## config.mk

```make
export PLATFORM = sky130hd
export DESIGN_NAME = ascon_result_serializer
export DESIGN_NICKNAME = d
export VERILOG_FILES = /design/src/rtl/ascon_result_serializer.sv
export SDC_FILE = /design/constraint.sdc
export NUM_CORES = 2
export LEC_CHECK = 0
export CAP_MARGIN = 20
export CORE_AREA = 2 2 624 626
export CTS_CLUSTER_SIZE = 16
export DETAILED_ROUTE_END_ITERATION = 7
export DIE_AREA = 0 0 626 628
export GPL_ROUTABILITY_DRIVEN = 1
export PLACE_DENSITY_LB_ADDON = 0.05
export SKIP_CTS_REPAIR_TIMING = 1
export SLEW_MARGIN = 20
export SYNTH_ARGS = -nofsm -noshare
export SYNTH_HDL_FRONTEND = slang
export SYNTH_SLANG_ARGS = --single-unit
```

## constraint.sdc

```tcl
create_clock -name clock_i -period 54 [get_ports clock_i]
set_input_delay 8.1 -clock clock_i [delete_from_list [all_inputs] [get_ports clock_i]]
set_output_delay 8.1 -clock clock_i [all_outputs]
set_load 0.05 [all_outputs]
```

## src/rtl/ascon_result_serializer.sv

```systemverilog
// ascon_result_serializer
// Captures the ASCON ciphertext and tag when the control FSM signals completion.
// It then streams them out as a framed byte sequence over a valid/ready byte
// interface: one sync byte, then the ciphertext bytes, then the tag bytes,
// each block sent in ascending byte order.
// The shadow registers let the FSM start its next operation right after capture.

module ascon_result_serializer #(
  parameter int         CIPHER_BYTES = 184,
  parameter int         TAG_BYTES    = 16,
  parameter logic [7:0] SYNC_BYTE    = 8'hA5
) (
  input  logic                      clock_i,
  input  logic                      reset_i,
  input  logic                      done_i,
  input  logic [CIPHER_BYTES*8-1:0] cipher_i,
  input  logic [TAG_BYTES*8-1:0]    tag_i,
  output logic [7:0]                byte_o,
  output logic                      byte_valid_o,
  input  logic                      byte_ready_i,
  output logic                      busy_o,
  output logic                      done_o,
  output logic                      overrun_o
);

  localparam int CIPHER_IW = (CIPHER_BYTES > 1) ? $clog2(CIPHER_BYTES) : 1;
  localparam int TAG_IW    = (TAG_BYTES > 1) ? $clog2(TAG_BYTES) : 1;

  localparam logic [7:0] CIPHER_LAST = 8'(CIPHER_BYTES - 1);
  localparam logic [7:0] TAG_LAST    = 8'(TAG_BYTES - 1);

  typedef enum logic [2:0] {
    IDLE,
    HEADER,
    CIPHER,
    TAG,
    DONE
  } state_t;

  state_t state_q;
  state_t state_d;
  logic [7:0] index_q;
  logic [7:0] index_d;
  logic capture;
  logic transfer;
  logic overrun_q;

  logic [CIPHER_BYTES-1:0][7:0] cipher_shadow_q;
  logic [TAG_BYTES-1:0][7:0]    tag_shadow_q;

  // A byte moves on any edge where it is offered and the sink is ready.
  assign byte_valid_o = (state_q == HEADER) || (state_q == CIPHER) || (state_q == TAG);
  assign transfer     = byte_valid_o && byte_ready_i;
  assign busy_o       = (state_q != IDLE);
  assign done_o       = (state_q == DONE);
  assign overrun_o    = overrun_q;

  // Output byte mux; it is driven only by registers, so it stays stable while the sink stalls.
  always_comb begin
    byte_o = 8'h00;
    case (state_q)
      HEADER:  byte_o = SYNC_BYTE;
      CIPHER:  byte_o = cipher_shadow_q[index_q[CIPHER_IW-1:0]];
      TAG:     byte_o = tag_shadow_q[index_q[TAG_IW-1:0]];
      default: byte_o = 8'h00;
    endcase
  end

  // Frame sequencing: next state, next byte index and capture strobe.
  always_comb begin
    state_d = state_q;
    index_d = index_q;
    capture = 1'b0;
    case (state_q)
      IDLE: begin
        if (done_i) begin
          capture = 1'b1;
          index_d = 8'd0;
          state_d = HEADER;
        end
      end
      HEADER: begin
        if (transfer) begin
          index_d = 8'd0;
          state_d = CIPHER;
        end
      end
      CIPHER: begin
        if (transfer) begin
          if (index_q == CIPHER_LAST) begin
            index_d = 8'd0;
            state_d = TAG;
          end else begin
            index_d = index_q + 8'd1;
          end
        end
      end
      TAG: begin
        if (transfer) begin
          if (index_q == TAG_LAST) begin
            state_d = DONE;
          end else begin
            index_d = index_q + 8'd1;
          end
        end
      end
      DONE: begin
        state_d = IDLE;
      end
      default: begin
        state_d = IDLE;
        index_d = 8'd0;
      end
    endcase
  end

  // State and index registers; a reset mid-frame drops the frame with no resume.
  always_ff @(posedge clock_i or posedge reset_i) begin
    if (reset_i) begin
      state_q <= IDLE;
      index_q <= 8'd0;
    end else begin
      state_q <= state_d;
      index_q <= index_d;
    end
  end

  // Shadow copies of the FSM results, loaded only when a frame starts.
  always_ff @(posedge clock_i or posedge reset_i) begin
    if (reset_i) begin
      cipher_shadow_q <= '0;
      tag_shadow_q    <= '0;
    end else if (capture) begin
      cipher_shadow_q <= cipher_i;
      tag_shadow_q    <= tag_i;
    end
  end

  // Sticky flag: the FSM reported a result while a frame was still in flight.
  always_ff @(posedge clock_i or posedge reset_i) begin
    if (reset_i) begin
      overrun_q <= 1'b0;
    end else if (done_i && (state_q != IDLE)) begin
      overrun_q <= 1'b1;
    end
  end

endmodule
```

==> flow_summary_export.csv <==
group,metric,value,unit
sta,skew,0.0471,ns
min_path,hold_depth,2,
routing,dr.first_iter.drc_count,4459,
floorplan,placementRows,229,
floorplan,die_y,628,µm
floorplan,core,387000,µm²
setup_path,path_cells,"buf_4, buf_4, buf_12, buf_4, mux2i_1, a22oi_1, a31oi_1, nand4_1, nand2_1, a31oi_1, clkdlybuf4s50_1",
floorplan,initial_core_util,18.9,%
min_path,hp-start,"cipher_shadow_q[912]",
yosys,synth-seq-area-share,55.2,%
yosys,yosysTopAreaCellShare,55.2,%
routing,ant_nets,0,
yosys,ys_dominant_reg_cell,"dfrtp_1",
setup_path,critPathBufInv,5,
sta,relSlewSlack,13.3,%
routing,firstDrtPassIters,5,
setup_path,worstSetupEndpointType,"output pin",
grt,grt_overflow,0,
setup_path,slowest_stage,"clkdlybuf4s50_1",
sta,hold_viol,0,
sta,tightest_slew,1.30,ns
placement,postPlaceCellArea,94700,µm²
grt,grt_pass1_vias,66300,
setup_path,reg2regPathDepth,9,
yosys,synth-compound-area-share,1.81,%
sta,rsz0062_at_grt,"no",
min_path,hold_class,"reg2reg",
placement,gp_congestion,0.842,
clock_network,cts_tree,"yes",
pwr,switching_share,38.1,%
routing,wire_per_inst,29.9,µm
setup_path,crit_required,45.90,ns
yosys,muxShareOfSynthArea,14.3,%
clock_network,numCtsBuffers,218,
yosys,synth_cell_type_count,64,
setup_path,r2r-start,"state_q[0]",
yosys,synth_area_leaders,"dfrtp_1, nand2_1, mux4_2",
run,max_cap_viol_count,0,
pwr,p_leak,48.0,nW
setup_path,crit_path_start_kind,"flip-flop",
cells_and_area,synthToLayoutAreaGrowth,40.0,%
setup_path,cpPeakStageDelay,0.96,ns
setup_path,critPathKind,"reg2out",
yosys,synth_edf_count,0,
sta,setup_tns,0,ns
status,status,"finished, final reports clean",
pwr,vdd_drop_max,0.0339,mV
yosys,yosys_warnings,0,
setup_path,cp_common_cell,"buf_4",
routing,finalWirelength,438000,µm
yosys,synth_nets,9399,
placement,dp_slack,39.23,ns
cells_and_area,fin_nets,10800,
pwr,power.density,55.2,nW/µm²
sta,finalCritPeriodShare,28.7,%
clock_network,cts.path.max_buffers,4,
sta,slew_violations,0,
clock_network,clkTransAtPathRegs,0.06,ns
placement,io_buffers,1615,
yosys,syn_area_per_cell,9.37,µm²
pwr,comb_power_share,35.8,%
sta,layout_setup_ws,38.52,ns
yosys,synth-seq-cells,1612,
pwr,intPower,0.00349,W
setup_path,arrival,7.38,ns
grt,grtUsageTotal,21.7,%
placement,hpwl,334000,µm
grt,antenna_found_initial,208,
cells_and_area,final_area,102000,µm²
routing,vias,62300,
pwr,seqPwrFrac,37.3,%
sta,max_freq,64.6,MHz
routing,drc,0,
clock_network,clk_latency,0.90,ns
pwr,clkPwrFrac,26.9,%
yosys,synth_top_family_by_area,"simple AND/OR/NAND/NOR gates",
yosys,yosysMostFrequentCell,"nand2_1",
floorplan,dieArea,393000,µm²
floorplan,fp.dieW,626,µm
yosys,synth_fa_ha_area_share,0.0171,%
sta,period_needed,15.48,ns
yosys,synth_area,73000,µm²
yosys,synthSimpleGateAreaFrac,25.7,%
grt,grt_max_degree,221,
routing,vias_per_cell,4.25,
sta,setup_violations,0,
grt,grt_first_pass_wirelength,586000,µm
clock_network,clkSinkCount,1612,
cells_and_area,drive_gt1_share,9.47,%
setup_path,cp_num_cells,11,
setup_path,worstSetupStartpoint,"index_q[1]",
setup_path,cp_max_fo,92,
clock_network,cts-root-buf,"clkbuf_16",
yosys,netlist_instances,7794,
yosys,synth_common_cells,"nand2_1, dfrtp_1, mux4_2",
yosys,synth_xor_area_share,0.0600,%
pwr,p_switching,0.00215,W
floorplan,io-pin-count,1616,
setup_path,critPathTopFamily,"buffers and inverters",
yosys,synth-async-reset-ratio,100,%
yosys,synth_top_cell_by_area,"dfrtp_1",
clock_network,cts_max_level,4,
==> cell usage in the layout, fill, tap and decap left out, types with 41 or more instances in the layout <==
cell type and instances:
mux2i_1 95, clkbuf_8 66, nand2_1 4855, dfrtp_1 1606, buf_4 73, clkbuf_16 221, mux4_2 418, clkdlybuf4s50_1 1615
a22oi_1 41, clkbuf_1 56, diode_2 56
==> per-stage QoR <==
stage | hold slack [ns] | std cells | power [W] | util [%]
after floorplan | 0.440 | 7794 | 0.00325 | -
after CTS | 0.471 | 14600 | 0.00576 | 26.4
after global routing | 0.483 | 14600 | 0.00600 | 26.4
final | 0.464 | 14700 | 0.00564 | 26.4
after detailed placement | 0.453 | 14200 | 0.00420 | 24.5
after global placement | 0.448 | 14200 | 0.00419 | 24.4
==> cell families after synthesis <==
logic type	count (synthesis)
xor+xnor	5
compound gates	192
fa+ha+maj	1
buf+inv	509
simple gates	4957
flops	1612
mux	518
==> final timing paths <==
path,endpoint,slack [ns]
setup / recovery,byte_o[2],38.52
hold / removal,cipher_shadow_q[912],0.46
setup reg to reg,cipher_shadow_q[526],48.92
hold reg to reg,cipher_shadow_q[912],0.46
max in group asynchronous,cipher_shadow_q[391],42.35
min in group asynchronous,cipher_shadow_q[1366],7.80
==> registers in the layout, summed over array words and instances (netlist names) <==
name / cells
tag_shadow_q: 128
state_q: 3
overrun_o: 1
index_q: 8
cipher_shadow_q: 1472
==> metal layers <==
metal / global-route usage [%] / share of wire, % / wire [µm] / up-vias
li1: - / - / - / 28000
met1: 26.9 / 41 / 180000 / 31900
met2: 38.1 / 51 / 222000 / 1806
met3: 3.87 / 5.1 / 22200 / 561
met4: 6.91 / 2.8 / 12400 / 84
met5: 0 / 0.12 / 525 / -
==> worst reg2reg max path, stage by stage, from the launching register on <==
cell and delay, ns:
dfrtp_1 0.37, buf_4 0.25, nor3_1 0.50, and2_4 0.76, buf_12 0.58, buf_4 0.82, buf_12 0.53, buf_4 0.90
nand2_1 0.20, nand2_1 0.09
==> layout make-up <==
| class | count | area (µm²) |
|---|---|---|
| fillers | 41500 | 285000 |
| flip-flops and latches | 1612 | 40400 |
| multi-input cells | 5673 | 30700 |
| repair buffers | 1711 | 17200 |
| clock buffers | 343 | 6650 |
| well taps | 5197 | 6500 |
| clock inverters | 55 | 701 |
| diodes | 56 | 140 |
| inverters | 11 | 58.8 |
==> power by group through the flow <==
stage | clock network [W] | registers [W] | logic (W)
after global routing | 0.00161 | 0.00217 | 0.00223
after floorplan | 0 | 0.00197 | 0.00128
after global placement | 0 | 0.00213 | 0.00206
after CTS | 0.00157 | 0.00211 | 0.00209
after detailed placement | 0 | 0.00212 | 0.00208
final | 0.00151 | 0.00210 | 0.00202
Note: power is estimated with default switching activity, not from simulation.
